==> config.mk <==
export PLATFORM = sky130hd
export DESIGN_NAME = pipe_skid_buffer_flat
export DESIGN_NICKNAME = d
export VERILOG_FILES = /design/src/rtl/pipe_skid_buffer_pkg.sv /design/src/rtl/pipe_skid_buffer_if.sv /design/src/rtl/pipe_skid_buffer_ring_ptr.sv /design/src/rtl/pipe_skid_buffer.sv /design/src/flat_wrapper.sv
export SDC_FILE = /design/constraint.sdc
export NUM_CORES = 1
export LEC_CHECK = 0
export BUFFER_PORTS_ARGS = -buffer_cell sky130_fd_sc_hd__buf_2
export CORE_AREA = 2 2 90 92
export DETAILED_ROUTE_END_ITERATION = 6
export DIE_AREA = 0 0 92 94
export HOLD_SLACK_MARGIN = 0.1
export PLACE_DENSITY = 0.69
export SLEW_MARGIN = 5
export SYNTH_ARGS = -nofsm -noshare
export SYNTH_HDL_FRONTEND = slang
export SYNTH_SLANG_ARGS = --single-unit
==> constraint.sdc <==
create_clock -name clock -period 6.2 [get_ports clock]
set_input_delay 0.31 -clock clock [delete_from_list [all_inputs] [get_ports clock]]
set_output_delay 0.31 -clock clock [all_outputs]
set_load 0.02 [all_outputs]
==> src/rtl/pipe_skid_buffer_pkg.sv <==
`default_nettype none
// +----------------------------------------------------------------------+
// | pipe_skid_buffer_pkg: stage payload widths and bubble encoding        |
// | Rev 1.0                                                               |
// +----------------------------------------------------------------------+
package pipe_skid_buffer_pkg;

  localparam logic [15:0] NOP_INSTR   = 16'h0000;
  localparam int          IF_ID_W     = 32;
  localparam int          ID_EX_W     = 84;
  localparam int          EX_MEM_W    = 73;
  localparam int          MEM_WB_W    = 71;
  localparam int          FLUSH_CNT_W = 8;

endpackage
`default_nettype wire

==> src/rtl/pipe_skid_buffer_if.sv <==
`default_nettype none
// +----------------------------------------------------------------------+
// | pipe_skid_buffer_if: valid/ready handshake bundle at a stage boundary |
// | Rev 1.0                                                               |
// +----------------------------------------------------------------------+
interface pipe_skid_buffer_if #(
  parameter int WIDTH = 32
);
  logic             in_valid;
  logic             in_ready;
  logic [WIDTH-1:0] buffer_in;
  logic             out_valid;
  logic             out_ready;
  logic [WIDTH-1:0] buffer_out;

  modport master (
    output in_valid, buffer_in, out_ready,
    input  in_ready, out_valid, buffer_out
  );

  modport slave (
    input  in_valid, buffer_in, out_ready,
    output in_ready, out_valid, buffer_out
  );
endinterface
`default_nettype wire

==> src/rtl/pipe_skid_buffer_ring_ptr.sv <==
`default_nettype none
// +----------------------------------------------------------------------+
// | pipe_skid_buffer_ring_ptr: modulo-DEPTH pointer, inc + sync clear     |
// | Rev 1.0                                                               |
// +----------------------------------------------------------------------+
module pipe_skid_buffer_ring_ptr #(
  parameter  int DEPTH = 2,
  localparam int c_PW  = $clog2(DEPTH)
) (
  input  wire logic            clock,
  input  wire logic            reset,
  input  wire logic            clear,
  input  wire logic            inc,
  output logic      [c_PW-1:0] ptr
);
  localparam logic [c_PW-1:0] c_LAST = c_PW'(DEPTH - 1);

  logic [c_PW-1:0] r_ptr;

  // Explicit wrap so non-power-of-two depths stay in range.
  always_ff @(posedge clock or negedge reset) begin
    if (!reset) begin
      r_ptr <= '0;
    end else if (clear) begin
      r_ptr <= '0;
    end else if (inc) begin
      r_ptr <= (r_ptr == c_LAST) ? '0 : r_ptr + c_PW'(1);
    end
  end

  assign ptr = r_ptr;
endmodule
`default_nettype wire

==> src/rtl/pipe_skid_buffer.sv <==
`default_nettype none
// +----------------------------------------------------------------------+
// | pipe_skid_buffer: DEPTH-entry elastic stage register with flush/hold  |
// | Rev 1.0                                                               |
// +----------------------------------------------------------------------+
module pipe_skid_buffer
  import pipe_skid_buffer_pkg::*;
#(
  parameter int               WIDTH  = 32,
  parameter int               DEPTH  = 2,
  parameter logic [WIDTH-1:0] BUBBLE = {WIDTH{1'b0}}
) (
  input  wire logic                           clock,
  input  wire logic                           reset,
  input  wire logic                           flush,
  input  wire logic                           hold,
  pipe_skid_buffer_if.slave                   bus,
  output logic      [$clog2(DEPTH+1)-1:0]     occupancy,
  output logic      [FLUSH_CNT_W-1:0]         flush_count
);
  localparam int              c_PW   = $clog2(DEPTH);
  localparam int              c_CW   = $clog2(DEPTH + 1);
  localparam logic [c_CW-1:0] c_FULL = c_CW'(DEPTH);

  logic [WIDTH-1:0]       r_mem [DEPTH];
  logic [c_CW-1:0]        r_count;
  logic [FLUSH_CNT_W-1:0] r_flush_count;
  logic [c_PW-1:0]        w_head;
  logic [c_PW-1:0]        w_tail;
  logic                   w_empty;
  logic                   w_full;
  logic                   w_push;
  logic                   w_pop;

  assign w_empty = (r_count == '0);
  assign w_full  = (r_count == c_FULL);

  // Ready depends on registered state only, never on out_ready.
  assign bus.in_ready   = !w_full && !hold && !flush && reset;
  assign bus.out_valid  = !w_empty && !flush;
  assign bus.buffer_out = w_empty ? BUBBLE : r_mem[w_head];

  assign w_push = bus.in_valid && bus.in_ready;
  assign w_pop  = bus.out_valid && bus.out_ready && !hold;

  pipe_skid_buffer_ring_ptr #(.DEPTH(DEPTH)) u_head (
    .clock (clock),
    .reset (reset),
    .clear (flush),
    .inc   (w_pop),
    .ptr   (w_head)
  );

  pipe_skid_buffer_ring_ptr #(.DEPTH(DEPTH)) u_tail (
    .clock (clock),
    .reset (reset),
    .clear (flush),
    .inc   (w_push),
    .ptr   (w_tail)
  );

  always_ff @(posedge clock) begin
    if (w_push) begin
      r_mem[w_tail] <= bus.buffer_in;
    end
  end

  always_ff @(posedge clock or negedge reset) begin
    if (!reset) begin
      r_count <= '0;
    end else if (flush) begin
      r_count <= '0;
    end else if (w_push && !w_pop) begin
      r_count <= r_count + c_CW'(1);
    end else if (w_pop && !w_push) begin
      r_count <= r_count - c_CW'(1);
    end
  end

  // Only flushes that actually discard something are counted.
  always_ff @(posedge clock or negedge reset) begin
    if (!reset) begin
      r_flush_count <= '0;
    end else if (flush && !w_empty && (r_flush_count != '1)) begin
      r_flush_count <= r_flush_count + FLUSH_CNT_W'(1);
    end
  end

  assign occupancy   = r_count;
  assign flush_count = r_flush_count;

  a_no_push_full: assert property (@(posedge clock) disable iff (!reset) !(w_push && w_full));
  a_no_pop_empty: assert property (@(posedge clock) disable iff (!reset) !(w_pop && w_empty));
  a_count_range:  assert property (@(posedge clock) disable iff (!reset) r_count <= c_FULL);
endmodule
`default_nettype wire

==> src/flat_wrapper.sv <==
// flat-port wrapper written by rule: the top's interface ports become plain ports
module pipe_skid_buffer_flat import pipe_skid_buffer_pkg::*;
#(
  parameter int               WIDTH  = 32,
  parameter int               DEPTH  = 2,
  parameter logic [WIDTH-1:0] BUBBLE = {WIDTH{1'b0}}
)
  (clock, reset, flush, hold, occupancy, flush_count, bus_in_valid, bus_buffer_in, bus_out_ready, bus_in_ready, bus_out_valid, bus_buffer_out);
  pipe_skid_buffer_if #(.WIDTH(WIDTH)) bus_i ();
  input  wire logic clock;
  input  wire logic reset;
  input  wire logic flush;
  input  wire logic hold;
  output logic      [$clog2(DEPTH+1)-1:0] occupancy;
  output logic      [FLUSH_CNT_W-1:0] flush_count;
  input wire logic [$bits(bus_i.in_valid)-1:0] bus_in_valid;
  input wire logic [$bits(bus_i.buffer_in)-1:0] bus_buffer_in;
  input wire logic [$bits(bus_i.out_ready)-1:0] bus_out_ready;
  output wire logic [$bits(bus_i.in_ready)-1:0] bus_in_ready;
  output wire logic [$bits(bus_i.out_valid)-1:0] bus_out_valid;
  output wire logic [$bits(bus_i.buffer_out)-1:0] bus_buffer_out;
  assign bus_i.in_valid = bus_in_valid;
  assign bus_i.buffer_in = bus_buffer_in;
  assign bus_i.out_ready = bus_out_ready;
  assign bus_in_ready = bus_i.in_ready;
  assign bus_out_valid = bus_i.out_valid;
  assign bus_buffer_out = bus_i.buffer_out;
  pipe_skid_buffer #(.WIDTH(WIDTH), .DEPTH(DEPTH), .BUBBLE(BUBBLE)) u_core (.clock(clock), .reset(reset), .flush(flush), .hold(hold), .bus(bus_i), .occupancy(occupancy), .flush_count(flush_count));
endmodule
### Word-level counts from Yosys, hierarchy flattened

Memories as Yosys holds them, arrays and structs flattened.
Cells that the tools add are included.

* bits of input ports: 38
* memories kept: 1
* logic and storage cells: 45
* memory bits (writable): 64
* bits in registers: 12
* output and inout bits: 44

* reduce and logical (&&, ||, !) cells: 21
* eq/ne operators: 2
* mux-type cells: 12
* add/subtract/negate cells: 5

Memory list
* u_core.r_mem: words 2, width 32, read ports 1, clocked after Yosys merged registers in 0, wr ports 1, RTL line pipe_skid_buffer.sv:25 `logic [WIDTH-1:0] r_mem [DEPTH];`

Operator list (number)
* two-way mux 32 bit: 1
* logical AND 1 bit: 11
* adder 8 x 1 -> 8 bit (second input constant): 1
* two-way mux 1 bit: 8
* != test 8 bit (second input constant): 1
* zero test 1 bit: 6
* two-way mux 2 bit: 3
* nonzero test 2 bit: 2
* nonzero test 3 bit: 1
* adder 1 bit (second input constant): 2
* adder 2 x 1 -> 2 bit (second input constant): 1
* == test 2 bit (second input constant): 1
* zero test 2 bit: 1
* subtractor 2 x 1 -> 2 bit (second input constant): 1

### Depth between registers and ports, before layout

* depth in word-level cells: 11
* depth in mapped cells: 4

### Cells and area by module

From an unflattened synthesis, not the netlist that was laid out.

* cells, all modules: 203
* area total of the unflattened synthesis: 3088.0 um^2

By module, submodules not included
* pipe_skid_buffer: cells an instance 197, area each 3012.9 um^2, times used 1
* pipe_skid_buffer_ring_ptr: cells an instance 3, area each 37.5 um^2, times used 2

### Worst setup path before layout

Ideal clock, no wire load.

* path kind: flip-flop to flip-flop
* start point: register u_core.r_count[1] (netlist: u_core.occupancy[1])
* end point: memory u_core.r_mem[0][0] (enable)
* cell stages (with the launch flop): 5
* buffers on the path: 1
* slack: 3.922 ns
* period minus slack after synthesis: 2.278 ns
* arrival: 1.891 ns
* cells stage by stage: dfrtp_1 -> buf_6 -> nor2b_4 -> or4b_4 -> inv_1

* cells in the longest elaborated chain, start to end: 8

Ends and longest elaborated chain
* start: declaration: RTL line pipe_skid_buffer.sv:26 `logic [c_CW-1:0] r_count;`
* start signal: assignment: RTL line pipe_skid_buffer.sv:74 `r_count <= r_count + c_CW'(1);`
* start signal: assignment: RTL line pipe_skid_buffer.sv:76 `r_count <= r_count - c_CW'(1);`
* == test 2 bit: RTL line pipe_skid_buffer.sv:36 `assign w_full = (r_count == c_FULL);`
* zero test 1 bit: RTL line pipe_skid_buffer.sv:39 `assign bus.in_ready = !w_full && !hold && !flush && reset;`
* logical AND 1 bit (3 in a row): RTL line pipe_skid_buffer.sv:39
* logical AND 1 bit: RTL line pipe_skid_buffer.sv:43 `assign w_push = bus.in_valid && bus.in_ready;`
* two-way mux 1 bit: RTL line pipe_skid_buffer.sv:63 `if (w_push) begin`
* two-way mux 1 bit (implied by the code): RTL line pipe_skid_buffer.sv:64 `r_mem[w_tail] <= bus.buffer_in;`
* end: declaration: RTL line pipe_skid_buffer.sv:25

No other way between the ends.

### Final worst setup path

* start point: input reset
* end point: memory u_core.r_mem[0][25] (enable)

* cells in the longest elaborated chain, start to end: 4

Ends and longest elaborated chain
* start: declaration: RTL line flat_wrapper.sv:11 `input wire logic reset;`
* logical AND 1 bit: RTL line pipe_skid_buffer.sv:39
* logical AND 1 bit: RTL line pipe_skid_buffer.sv:43
* two-way mux 1 bit: RTL line pipe_skid_buffer.sv:63
* two-way mux 1 bit (implied by the code): RTL line pipe_skid_buffer.sv:64

No other way between the ends.

==> impl_metrics.json <==
{
  "outcome": "complete, no violations",
  "fill_cells": 688,
  "powerDensity_mw_per_mm2": 287,
  "h-tree-depth": 3,
  "syn_area_per_cell_um2": 15.1,
  "antenna_found_initial": 0,
  "yosys_warnings": 0,
  "clockBufferDepth": 2,
  "syn_area_mm2": 0.00311,
  "grt_usage": 0.133,
  "dp_hpwl_um": 3590,
  "cp.arrival_ns": 2.72,
  "startpoint_type": "primary input",
  "cts_made_buffers": 9,
  "grt_pass1_wl_um": 8470,
  "drtPass1Iterations": 4,
  "cts_tree": "yes",
  "max_freq_mhz": 372,
  "layout-drive-gt1-share": 0.356,
  "period_minus_slack_ns": 2.69,
  "clk_latency_ns": 0.34,
  "drt_iter0_drc": 72,
  "die_y_um": 94,
  "hold_path.class": "primary input to flip-flop",
  "die_w_um": 92,
  "rsz0062_at_grt": "no",
  "diodes": 0,
  "tns_ns": 0,
  "ys_types": 37,
  "nets": 329,
  "ys_ff_latch": 76,
  "skew_ns": 0.00578,
  "synthToLayoutAreaGrowth_pct": 22.8,
  "initial_core_util": 0.408,
  "slew_viol_final": 0,
  "die_area_mm2": 0.00865,
  "synthTopCellsByCount": "64 x edfxtp_1, 36 x nor2_1, 33 x mux2i_1, 12 x dfrtp_1, 8 x buf_2",
  "wl_per_cell_um": 14.0,
  "gp_congestion": 0.744,
  "synth_edf_count": 64,
  "cp-end-kind": "flip-flop",
  "post-route-drc-count": 0,
  "antenna_left": 0,
  "clock-root-buffer": "clkbuf_8",
  "max_cap_violations": 0,
  "critPathRequiredTime_ns": 6.23,
  "grt_max_degree": 36,
  "synthesis.nets": 245,
  "clk_pin_slew_ns": 0.07,
  "timing.final.crit_share": 0.434,
  "grt_overflow_total": 0,
  "wl_um": 5580,
  "synth_top_area_frac": 0.619,
  "setup_slack_ns": 3.51,
  "vdd_drop_max_uv": 196,
  "synthCells": 206,
  "io_pins": 82,
  "grt_pass1_vias": 1784,
  "hold_viol": 0,
  "vias": 1909,
  "final_util": 0.502,
  "path_class": "primary input to flip-flop",
  "final_area_mm2": 0.00382,
  "async_flop_share": 0.158,
  "rows": 32,
  "seq_area_frac_synth": 0.715,
  "p_leak_uw": 0.00148,
  "post_dp_cell_area_mm2": 0.00360,
  "yosysMostFrequentCell": "edfxtp_1",
  "clock_sinks": 76,
  "synth.area.top_cells": "edfxtp_1 62%, mux2i_1 11%, dfrtp_1 9.7%",
  "dp_slack_ns": 3.63,
  "synth_flop_cell": "edfxtp_1",
  "tightest_slew_ns": 0.982,
  "via_per_inst": 4.81,
  "max-slew-margin-rel": 0.345,
  "port_buffers": 81,
  "final-setup-viol-count": 0,
  "cp_max_fo": 18,
  "core_area_mm2": 0.00761,
  "yosys.area.top_type": "edfxtp_1"
}
## flip-flops by register name (all words and copies together), names as in the netlist
signal              cells
u_core.occupancy        2
u_core.u_tail.ptr       1
u_core.u_head.ptr       1
u_core.flush_count      8
u_core.r_mem           64
## report_power, final
group	total [uW]	internal (uW)	switching, uW
clock network	395	225	170
registers	594	574	20.5
logic	106	44.2	61.8
## kinds of logic after synthesis
group,after synthesis,share of synthesized area
AO/OA/AOI/OAI,18,0.0415
XOR/XNOR,3,0.00846
adder cells (fa/ha/maj),1,0.00403
buffers and inverters,14,0.0238
flip-flops,76,0.715
multiplexers,36,0.117
AND/OR/NAND/NOR,58,0.0898
## metrics by stage
stage | hold WS [ns] | instances | total power [uW]
after floorplan | 0.0144 | 206 | 666
after global placement | 0.216 | 380 | 710
after detailed placement | 0.225 | 380 | 713
after CTS | 0.135 | 397 | 1110
after global routing | 0.135 | 397 | 1140
final | 0.149 | 397 | 1100
## final cells by class
class,instances,area [um^2],share of cell area
Clock buffer,11,131,0.0344
Clock inverter,5,76.3,0.0200
Inverter,4,15.0,0.00393
Multi-Input combinational cell,116,820,0.215
Sequential cell,76,2220,0.583
Tap cell,102,128,0.0334
Timing Repair Buffer,83,423,0.111
## routing by layer
layer | global-route usage | part of all wire | up-vias
met5 | 0 | 0 | -
met4 | 0.0858 | 0.023 | 0
met3 | 0.0337 | 0.055 | 9
met2 | 0.223 | 0.50 | 62
met1 | 0.152 | 0.42 | 906
li1 | - | - | 932
## final timing paths
check                                 startpoint               endpoint  slack, ns  cells past startpoint
max                                        reset    u_core.r_mem[0][25]       3.51                      6
min                            bus_buffer_in[16]    u_core.r_mem[0][16]       0.15                      1
max reg2reg                  u_core.occupancy[1]    u_core.r_mem[0][25]       3.83                      4
min reg2reg                u_core.flush_count[0]  u_core.flush_count[0]       0.53                      1
max in group asynchronous                  reset      u_core.u_head.ptr       5.56                      2
min in group asynchronous                  reset  u_core.flush_count[1]       0.38                      2
## what timing repair did
action | in CTS | in global routing
gates resized for setup | 0 | 0
buffers inserted | 0 | 0
setup endpoints to repair | 0 | 0
hold endpoints to repair | 12 | 0
hold buffers | 1 | 0
## critical path: stages
cell           delay, ns
dlygate4sd3_1       0.52
buf_2               0.30
nand2_1             0.22
or4b_4              0.53
inv_1               0.46
buf_4               0.37
## placed cells by master, fill, tap and decap left out, types with 2 or more instances in the layout
cell type	instances
dfrtp_1	11
inv_1	4
bufinv_16	2
a21oi_1	4
nand2_1	4
a31oi_1	2
buf_2	81
nor2_1	35
nand3_1	2
o21ai_0	3
mux2_2	3
nand4_1	2
clkbuf_8	9
clkbuf_1	2
edfxtp_1	64
mux2i_1	33
xnor2_1	2
nand2b_1	4
o211ai_1	2
(Power assumes the default switching activity.)
